**src/rtl/mux_rr_arbiter.sv**
```systemverilog
// ---------------------------------------------------------------------------
// mux_rr_arbiter
//   Round-robin arbiter that steers a 1-bit-per-requester data bus through a
//   generic mux. The current owner keeps the grant while it keeps requesting.
//   On release, the grant moves straight to the next requester in
//   round-robin order with no idle cycle. With no requests, the arbiter
//   goes idle.
//
//   Optional feature: define MUX_ARB_TIMEOUT_EN to bound ownership to MAX_HOLD
//   consecutive cycles whenever some other requester is waiting.
//
// Ports
//   clk    in   single clock, rising edge
//   rst_n  in   synchronous active-low reset
//   req    in   [INS-1:0] per-requester request
//   w      in   [INS-1:0] per-requester data bit
//   gnt    out  [INS-1:0] registered one-hot grant (or zero)
//   s      out  [$clog2(INS)-1:0] registered mux select / owner index
//   valid  out  registered, high while a grant is held
//   f      out  w[s] gated by valid
// ---------------------------------------------------------------------------

// Generic INS:1 single-bit mux. An out-of-range select yields 0, so the
// non-power-of-two case is well defined.
module mux_generic_1bit #(
  parameter int INS = 4,
  parameter int SW  = $clog2(INS)
) (
  input  logic [INS-1:0] in_i,
  input  logic [SW-1:0]  sel_i,
  output logic           out_o
);
  logic [INS-1:0] hit;

  for (genvar i = 0; i < INS; i++) begin : g_sel
    assign hit[i] = in_i[i] && (sel_i == SW'(i));
  end

  assign out_o = |hit;
endmodule

module mux_rr_arbiter #(
  parameter int INS      = 4,
  parameter int MAX_HOLD = 8
) (
  input  logic                   clk,
  input  logic                   rst_n,
  input  logic [INS-1:0]         req,
  input  logic [INS-1:0]         w,
  output logic [INS-1:0]         gnt,
  output logic [$clog2(INS)-1:0] s,
  output logic                   valid,
  output logic                   f
);
  localparam int SW = $clog2(INS);

  typedef enum logic {IDLE, GRANT} state_t;

  state_t         state_q, state_d;
  logic [SW-1:0]  s_q, s_d;
  logic [SW-1:0]  ptr_q, ptr_d;
  logic [INS-1:0] gnt_q, gnt_d;
  logic           valid_q, valid_d;
  logic [SW-1:0]  win_ptr, win_own;
  logic           keep;
  logic           mux_out;

`ifdef MUX_ARB_TIMEOUT_EN
  localparam int HW = (MAX_HOLD > 1) ? $clog2(MAX_HOLD) : 1;
  localparam logic [HW-1:0] HOLD_LAST = HW'(MAX_HOLD - 1);

  logic [HW-1:0] hold_cnt_q, hold_cnt_d;
  logic          others;
`endif

  // First set request strictly after base, wrapping; base itself is checked
  // last, so a lone request from the base index still wins.
  function automatic logic [SW-1:0] rr_pick(input logic [SW-1:0]  base,
                                            input logic [INS-1:0] r);
    logic [SW-1:0] pick;
    logic          found;
    int            idx;
    pick  = base;
    found = 1'b0;
    for (int k = 1; k <= INS; k++) begin
      idx = int'(base) + k;
      if (idx >= INS) idx = idx - INS;
      if (!found && r[idx]) begin
        pick  = SW'(idx);
        found = 1'b1;
      end
    end
    return pick;
  endfunction

  assign win_ptr = rr_pick(ptr_q, req);
  assign win_own = rr_pick(s_q, req);

`ifdef MUX_ARB_TIMEOUT_EN
  // Someone other than the current owner is waiting.
  assign others = |(req & ~gnt_q);
  assign keep   = req[s_q] && !((hold_cnt_q == HOLD_LAST) && others);
`else
  assign keep   = req[s_q];
`endif

  always_comb begin
    state_d = state_q;
    s_d     = s_q;
    ptr_d   = ptr_q;
`ifdef MUX_ARB_TIMEOUT_EN
    hold_cnt_d = hold_cnt_q;
`endif
    case (state_q)
      IDLE: begin
        if (|req) begin
          state_d = GRANT;
          s_d     = win_ptr;
          ptr_d   = win_ptr;
`ifdef MUX_ARB_TIMEOUT_EN
          hold_cnt_d = '0;
`endif
        end
      end
      GRANT: begin
        if (keep) begin
`ifdef MUX_ARB_TIMEOUT_EN
          // Saturate so a lone owner can hold forever.
          if (hold_cnt_q != HOLD_LAST) hold_cnt_d = hold_cnt_q + 1'b1;
`endif
        end else if (|req) begin
          // Hand over at this edge; the owner's own bit is either clear or
          // scanned last, so another requester wins.
          s_d   = win_own;
          ptr_d = win_own;
`ifdef MUX_ARB_TIMEOUT_EN
          hold_cnt_d = '0;
`endif
        end else begin
          state_d = IDLE;
`ifdef MUX_ARB_TIMEOUT_EN
          hold_cnt_d = '0;
`endif
        end
      end
      default: state_d = IDLE;
    endcase

    valid_d = (state_d == GRANT);
    gnt_d   = valid_d ? (INS'(1) << s_d) : '0;
  end

  always_ff @(posedge clk) begin
    if (!rst_n) begin
      state_q <= IDLE;
      s_q     <= '0;
      ptr_q   <= SW'(INS - 1);
      gnt_q   <= '0;
      valid_q <= 1'b0;
`ifdef MUX_ARB_TIMEOUT_EN
      hold_cnt_q <= '0;
`endif
    end else begin
      state_q <= state_d;
      s_q     <= s_d;
      ptr_q   <= ptr_d;
      gnt_q   <= gnt_d;
      valid_q <= valid_d;
`ifdef MUX_ARB_TIMEOUT_EN
      hold_cnt_q <= hold_cnt_d;
`endif
    end
  end

  mux_generic_1bit #(.INS(INS)) u_mux (
    .in_i  (w),
    .sel_i (s_q),
    .out_o (mux_out)
  );

  assign gnt   = gnt_q;
  assign s     = s_q;
  assign valid = valid_q;
  assign f     = mux_out & valid_q;
endmodule

```
**config.mk**
```make
export PLATFORM = sky130hd
export DESIGN_NAME = mux_rr_arbiter
export DESIGN_NICKNAME = d
export VERILOG_FILES = /design/src/rtl/mux_rr_arbiter.sv
export SDC_FILE = /design/constraint.sdc
export NUM_CORES = 1
export LEC_CHECK = 0
export BUFFER_PORTS_ARGS = -buffer_cell sky130_fd_sc_hd__buf_2
export CAP_MARGIN = 10
export CORE_MARGIN = 2
export CORE_UTILIZATION = 57
export CTS_CLUSTER_SIZE = 25
export DETAILED_ROUTE_END_ITERATION = 16
export PLACE_DENSITY = 0.94
export SYNTH_ARGS = -nofsm -noshare
export SYNTH_HDL_FRONTEND = slang
export SYNTH_SLANG_ARGS = --single-unit
```
**constraint.sdc**
```tcl
create_clock -name clk -period 6.77 [get_ports clk]
set_input_delay 0.677 -clock clk [delete_from_list [all_inputs] [get_ports clk]]
set_output_delay 0.677 -clock clk [all_outputs]
set_load 0.02 [all_outputs]
```
Word level (Yosys, flattened, before mapping):

Index checks and enable logic that the tools add are counted.

* add/subtract/negate cells: 16
* $lt $le $gt $ge: 17
* equal/unequal tests: 6
* shifts and indexed selects: 1
* muxes and demuxes: 59
* bitwise gates (word level): 2
* reduce and logical (&&, ||, !) cells: 21

Operator list (number)
* $lt 32x4->1 const B: 8
* $mux 32: 8
* $mux 2: 14
* $mux 1: 25
* $sub 3x3->4 const B: 6
* $bmux 1 s2: 9
* $ge 3x3->1 const B: 6
* $add 2x2->3 const B: 4
* $logic_and 1x1->1: 10
* $sub 4x3->5 const B: 2
* $add 2x3->4 const B: 2
* $ge 4x3->1 const B: 2
* $pmux 2 s2: 2
* $reduce_or 4->1: 2
* $add 2x1->3 const B: 2
* $logic_not 1->1: 6
* $eq 2x2->1 const B: 2
* $ne 2x2->1 const B: 2
* $shl 1x2->4 const A: 1
* $lt 2x3->1 const B: 1
* $reduce_and 3->1: 1
* $eq 2x1->1 const B: 1
* $logic_not 2->1: 1
* $ne 2x1->1 const B: 1
* other kinds (4): 4

* bits in registers: 9
* bits of input ports: 10
* output and inout bits: 8
* logic and storage cells: 126

Longest topological paths before layout:

* word-level depth: 20
* depth in mapped cells: 10

Cells and area by module:

A second synthesis with hierarchy kept.

* cell total of the unflattened synthesis: 82
* area total of the unflattened synthesis: 723.2 um^2

Modules (own cells, without submodules)
* mux_rr_arbiter: instances 1, cells an instance 81, area each 700.7 um^2, seq. area each 180.2 um^2
* mux_generic_1bit: instances 1, cells an instance 1, area each 22.5 um^2, seq. area each 0.0 um^2

Least setup slack after synthesis:

OpenSTA, ideal clock, no wires.

* path type: register -> register
* start: reg s_q[0], in the netlist s[0]
* end: reg gnt_q[2], in the netlist gnt[2]
* data arrival time: 2.685 ns
* setup slack: 3.953 ns
* cell stages (with the launch flop): 11
* buffers on the path: 2
* path through: dfxtp_1 > buf_6 > buf_2 > inv_1 > ha_1 > mux4_2 > or3b_1 > o311a_1 > a311oi_2 > o21ai_2 > nor3b_1

* longest elaborated chain between the ends: 20
* elaborated cells on any way between the ends: 51
* those cells by class: add/sub (8); order compare (4); shift (1); mux (31); reduce/logical (7)

Ends and longest elaborated chain
* from (decl): RTL line 60 `logic [SW-1:0] s_q, s_d;`
* from (signal assigned): RTL line 156 `s_q <= '0;`
* from (signal assigned): RTL line 165 `s_q <= s_d;`
* $add 2x1->3: RTL line 86 `idx = int'(base) + k;`
* $sub 3x3->4 / $ge 3x3->1 (equally long branches): RTL line 87 `if (idx >= INS) idx = idx - INS;`
* $mux 32: RTL line 87
* $bmux 1 s2: RTL line 88 `if (!found && r[idx]) begin`
* $mux 1 (implied by the code) (2 in a row): RTL line 88
* $mux 1: RTL line 88
* $logic_not 1->1: RTL line 88
* $logic_and 1x1->1: RTL line 88
* [3 not listed]
* $mux 1: RTL line 88
* $logic_not 1->1: RTL line 88
* $logic_and 1x1->1: RTL line 88
* $mux 2: RTL line 88
* $mux 2: RTL line 131 `end else if (|req) begin`
* $mux 2: RTL line 126 `if (keep) begin`
* $pmux 2 s2: RTL line 114 `case (state_q)`
* $shl 1x2->4: RTL line 150 `gnt_d = valid_d ? (INS'(1) << s_d) : '0;`
* to (signal assigned): RTL line 167 `gnt_q <= gnt_d;`
* to (decl): RTL line 62 `logic [INS-1:0] gnt_q, gnt_d;`

Parallel ways exist; a longest one is shown, timed or not. The select of a mux whose other input is x is not followed.
A chain may end at the register's enable or synchronous reset.

Worst setup path after layout:

Ends and elaborated chain as after synthesis.

==> results.md <==
* Die area at 1840 sq um
* Gate Count Post-Synth at 102
* Worst min path class: flop to flop
* CTS tree: done
* CTS Buffer Depth at 2
* Final Net Count at 131
* Clock power frac at 16.2%
* Row Count at 14
* Post-route insts no fill at 132
* Post-route DRC at 0
* Starting Density at 59.4%
* Later-pin clock latency in the skew report at 260 ps
* First-pass GRT wire length at 3420 um
* Worst hold start: ptr_q[1]
* Post-synth EDFFs at 0
* Required @ worst endpoint at 6910 ps
* Fillers at 124
* Sw power at 111 uW
* Post-synth net total at 116
* Fin Hold WS at 569 ps
* R2R Path End: gnt[2]
* Clk_skew at 5.04 ps
* Final HPWL DP at 1530 um
* Core area at 1450 sq um
* Async SR Flop Fraction at 0%
* Critical Path Start Type: flop
* Final instance area at 958 sq um
* Post-synthesis cell area at 863 sq um
* Synth Flop Type: dfxtp_1
* Total gr overflow at 0
* Dpl cells at 128
* Sequential power share at 30.1%
* Int Power at 147 uW
* Critical Path Max Stage Delay at 710 ps
* Final setup viols at 0
* Initial antenna violation count at 0
* Synth top area cells: dfxtp_1 21%, mux4_1 6.1%, ha_1 5.8%, mux4_2 5.2%, nor2b_1 4.3%
* Comb power frac at 53.6%
* P&R area growth vs syn at 11.0%
* Final Wtd Congestion at 0.894
* CTS Sinks at 9
* Sequential share of the synthesized area at 20.9%
* Final worst path period share at 44.9%
* Inserted Clock Buffers at 3
* CTS Hold Buffers Added at 0
* Yosys cell types at 41
* VDD IR max at 0.185 mV
* RSZ-0062 raised after global routing: no
* Syn_area_per_cell at 8.46 sq um
* Final Hold Fails at 0
* Vias in the first global route at 745
* GRT Overall Usage at 24.7%
* Switching part of the total power at 42.9%
* # H-tree levels at 1
* Antenna Nets Post-Route at 0
* TNS Setup at 0 ps
* Synth warn at 0
* Pins Over Slew Limit at 0
* Area leader, netlist: dfxtp_1
* Slowest stage cell on the critical path: dfxtp_1
* Wire length per cell at 15.3 um
* Pleak at 0.000416 uW
* Die width at 42.9 um
* Worst Setup SP: s[0]
* Max-slew headroom at 55.2%
* Most common cell after layout, fill and taps aside: buf_2
* Crit-path cells: inv_1 -> ha_1 -> mux4_2 -> or3b_1 -> o311a_1 -> a311oi_2 -> o21ai_2 -> nor3b_1
* I/O pins at 18
* Largest net degree at the start of global routing at 18
* Vias per cell at 6.33
* Critical Path End Type: flop
* Postcts setup bufs at 0
* Starting DRT DRC Count at 30
* Worst-path maximum fanout at 17
* Fmax at 329 MHz
* Via count at 836
* IO Port Bufs at 17
* Post-synthesis register bit count at 9
* Reg2reg path depth at 8
* Pwr dens at 270 nW/um^2
* ANT cells at 0
* Area after DPL at 932 sq um
* WS Path Type: flop to flop
* Critical Path AT at 3180 ps
* Worst slew pin tran at 672 ps
* Max_cap viols at 0
* Worst-path clk slew at 60 ps
* Share of cells above drive strength 1 at 23.3%
* Internal reg-to-reg setup slack at 3730 ps
* Total Wirelength at 2030 um
* Status: finished clean
* Clock tree root driver cell: clkbuf_4
* Top cell type's share of synthesized area at 20.9%
* Hold Path Depth at 2
* First-pass iteration count of the detailed router at 4
* Worst r2r src: s[0]
* Minimum clock period at 3040 ps
* Post-cts repair resize count at 0
* Chip Height at 42.9 um
* Most frequent cells in the layout: 17 x buf_2, 9 x nor2_1, 9 x dfxtp_1
* Hold EP: ptr_q[1]
==> synth_stat cells, types with 2 or more instances <==
cell type / number
a22oi_1: 2
ha_1: 4
o21ai_1: 2
inv_1: 8
a221oi_1: 2
a21oi_1: 5
nor2b_1: 6
nor2_1: 9
o21ai_0: 6
mux4_1: 2
dfxtp_1: 9
nand2b_1: 3
clkbuf_1: 4
mux2i_1: 2
and2_1: 2
mux4_2: 2
buf_2: 2
o211ai_1: 2
nand3_1: 3
nand2_1: 6
==> through the flow <==
step                      utilization, %  setup WS (ps)  total power [uW]
after detailed placement            64.1           3730               216
after floorplan                        -           3950               187
after global routing                65.9           3490               278
after global placement              64.1           3850               209
after CTS                           65.9           3740               258
final                               65.9           3730               258
==> how the worst max path moves through the flow <==
stage	end	slack, ps	depth (start not counted)
6_report	gnt[2]	3730	8
5_1_grt	gnt[2]	3490	8
4_1_cts	gnt[2]	3740	8
3_5_place_dp	gnt[2]	3730	8
3_3_place_gp	gnt[2]	3850	8
2_1_floorplan	gnt[2]	3950	10
==> registers in the layout, summed over array words and instances (netlist names) <==
name,cells
gnt,4
s,2
valid,1
ptr_q,2
==> worst max-delay path: cells and delay by family (launching register included) <==
family | cells | cell delay (ps)
buffers and inverters | 1 | 250
adders and majority gates | 1 | 460
muxes | 1 | 410
DFF | 1 | 710
AOI/OAI and AO/OA | 3 | 530
and+or+nand+nor | 2 | 550
==> area by class of cell <==
type | instances | area, sq um | area share (%)
inverter | 8 | 30.0 | 3.13
multi-input combinational | 78 | 617 | 64.4
timing repair buffer | 17 | 85.1 | 8.88
sequential | 9 | 180 | 18.8
tap | 16 | 20.0 | 2.09
clock buffer | 4 | 26.3 | 2.74
==> power groups by stage <==
| stage | logic (uW) | clock network, uW | registers [uW] |
|---|---|---|---|
| finish | 139 | 42.0 | 77.9 |
| global route | 151 | 47.0 | 80.2 |
| CTS | 137 | 43.2 | 78.0 |
| detailed placement | 136 | 0 | 79.3 |
| global placement | 131 | 0 | 78.0 |
| floorplan | 108 | 0 | 78.9 |
==> routing by layer <==
metal,part of all wire (%),GRT usage [%]
met5,0,0
met3,3.6,6.38
met4,1.8,5.63
met1,46,31.0
met2,49,42.1
==> kinds of logic after synthesis <==
group / after synthesis / share of synthesized area [%]
DFF: 9 / 20.9
adders and majority gates: 4 / 5.80
and+or+nand+nor: 37 / 23.3
xor gates and xnor gates: 1 / 1.01
buffers and inverters: 15 / 7.68
AOI/OAI and AO/OA: 29 / 26.4
muxes: 7 / 14.9
No activity file was read; power rests on OpenSTA's default activity.
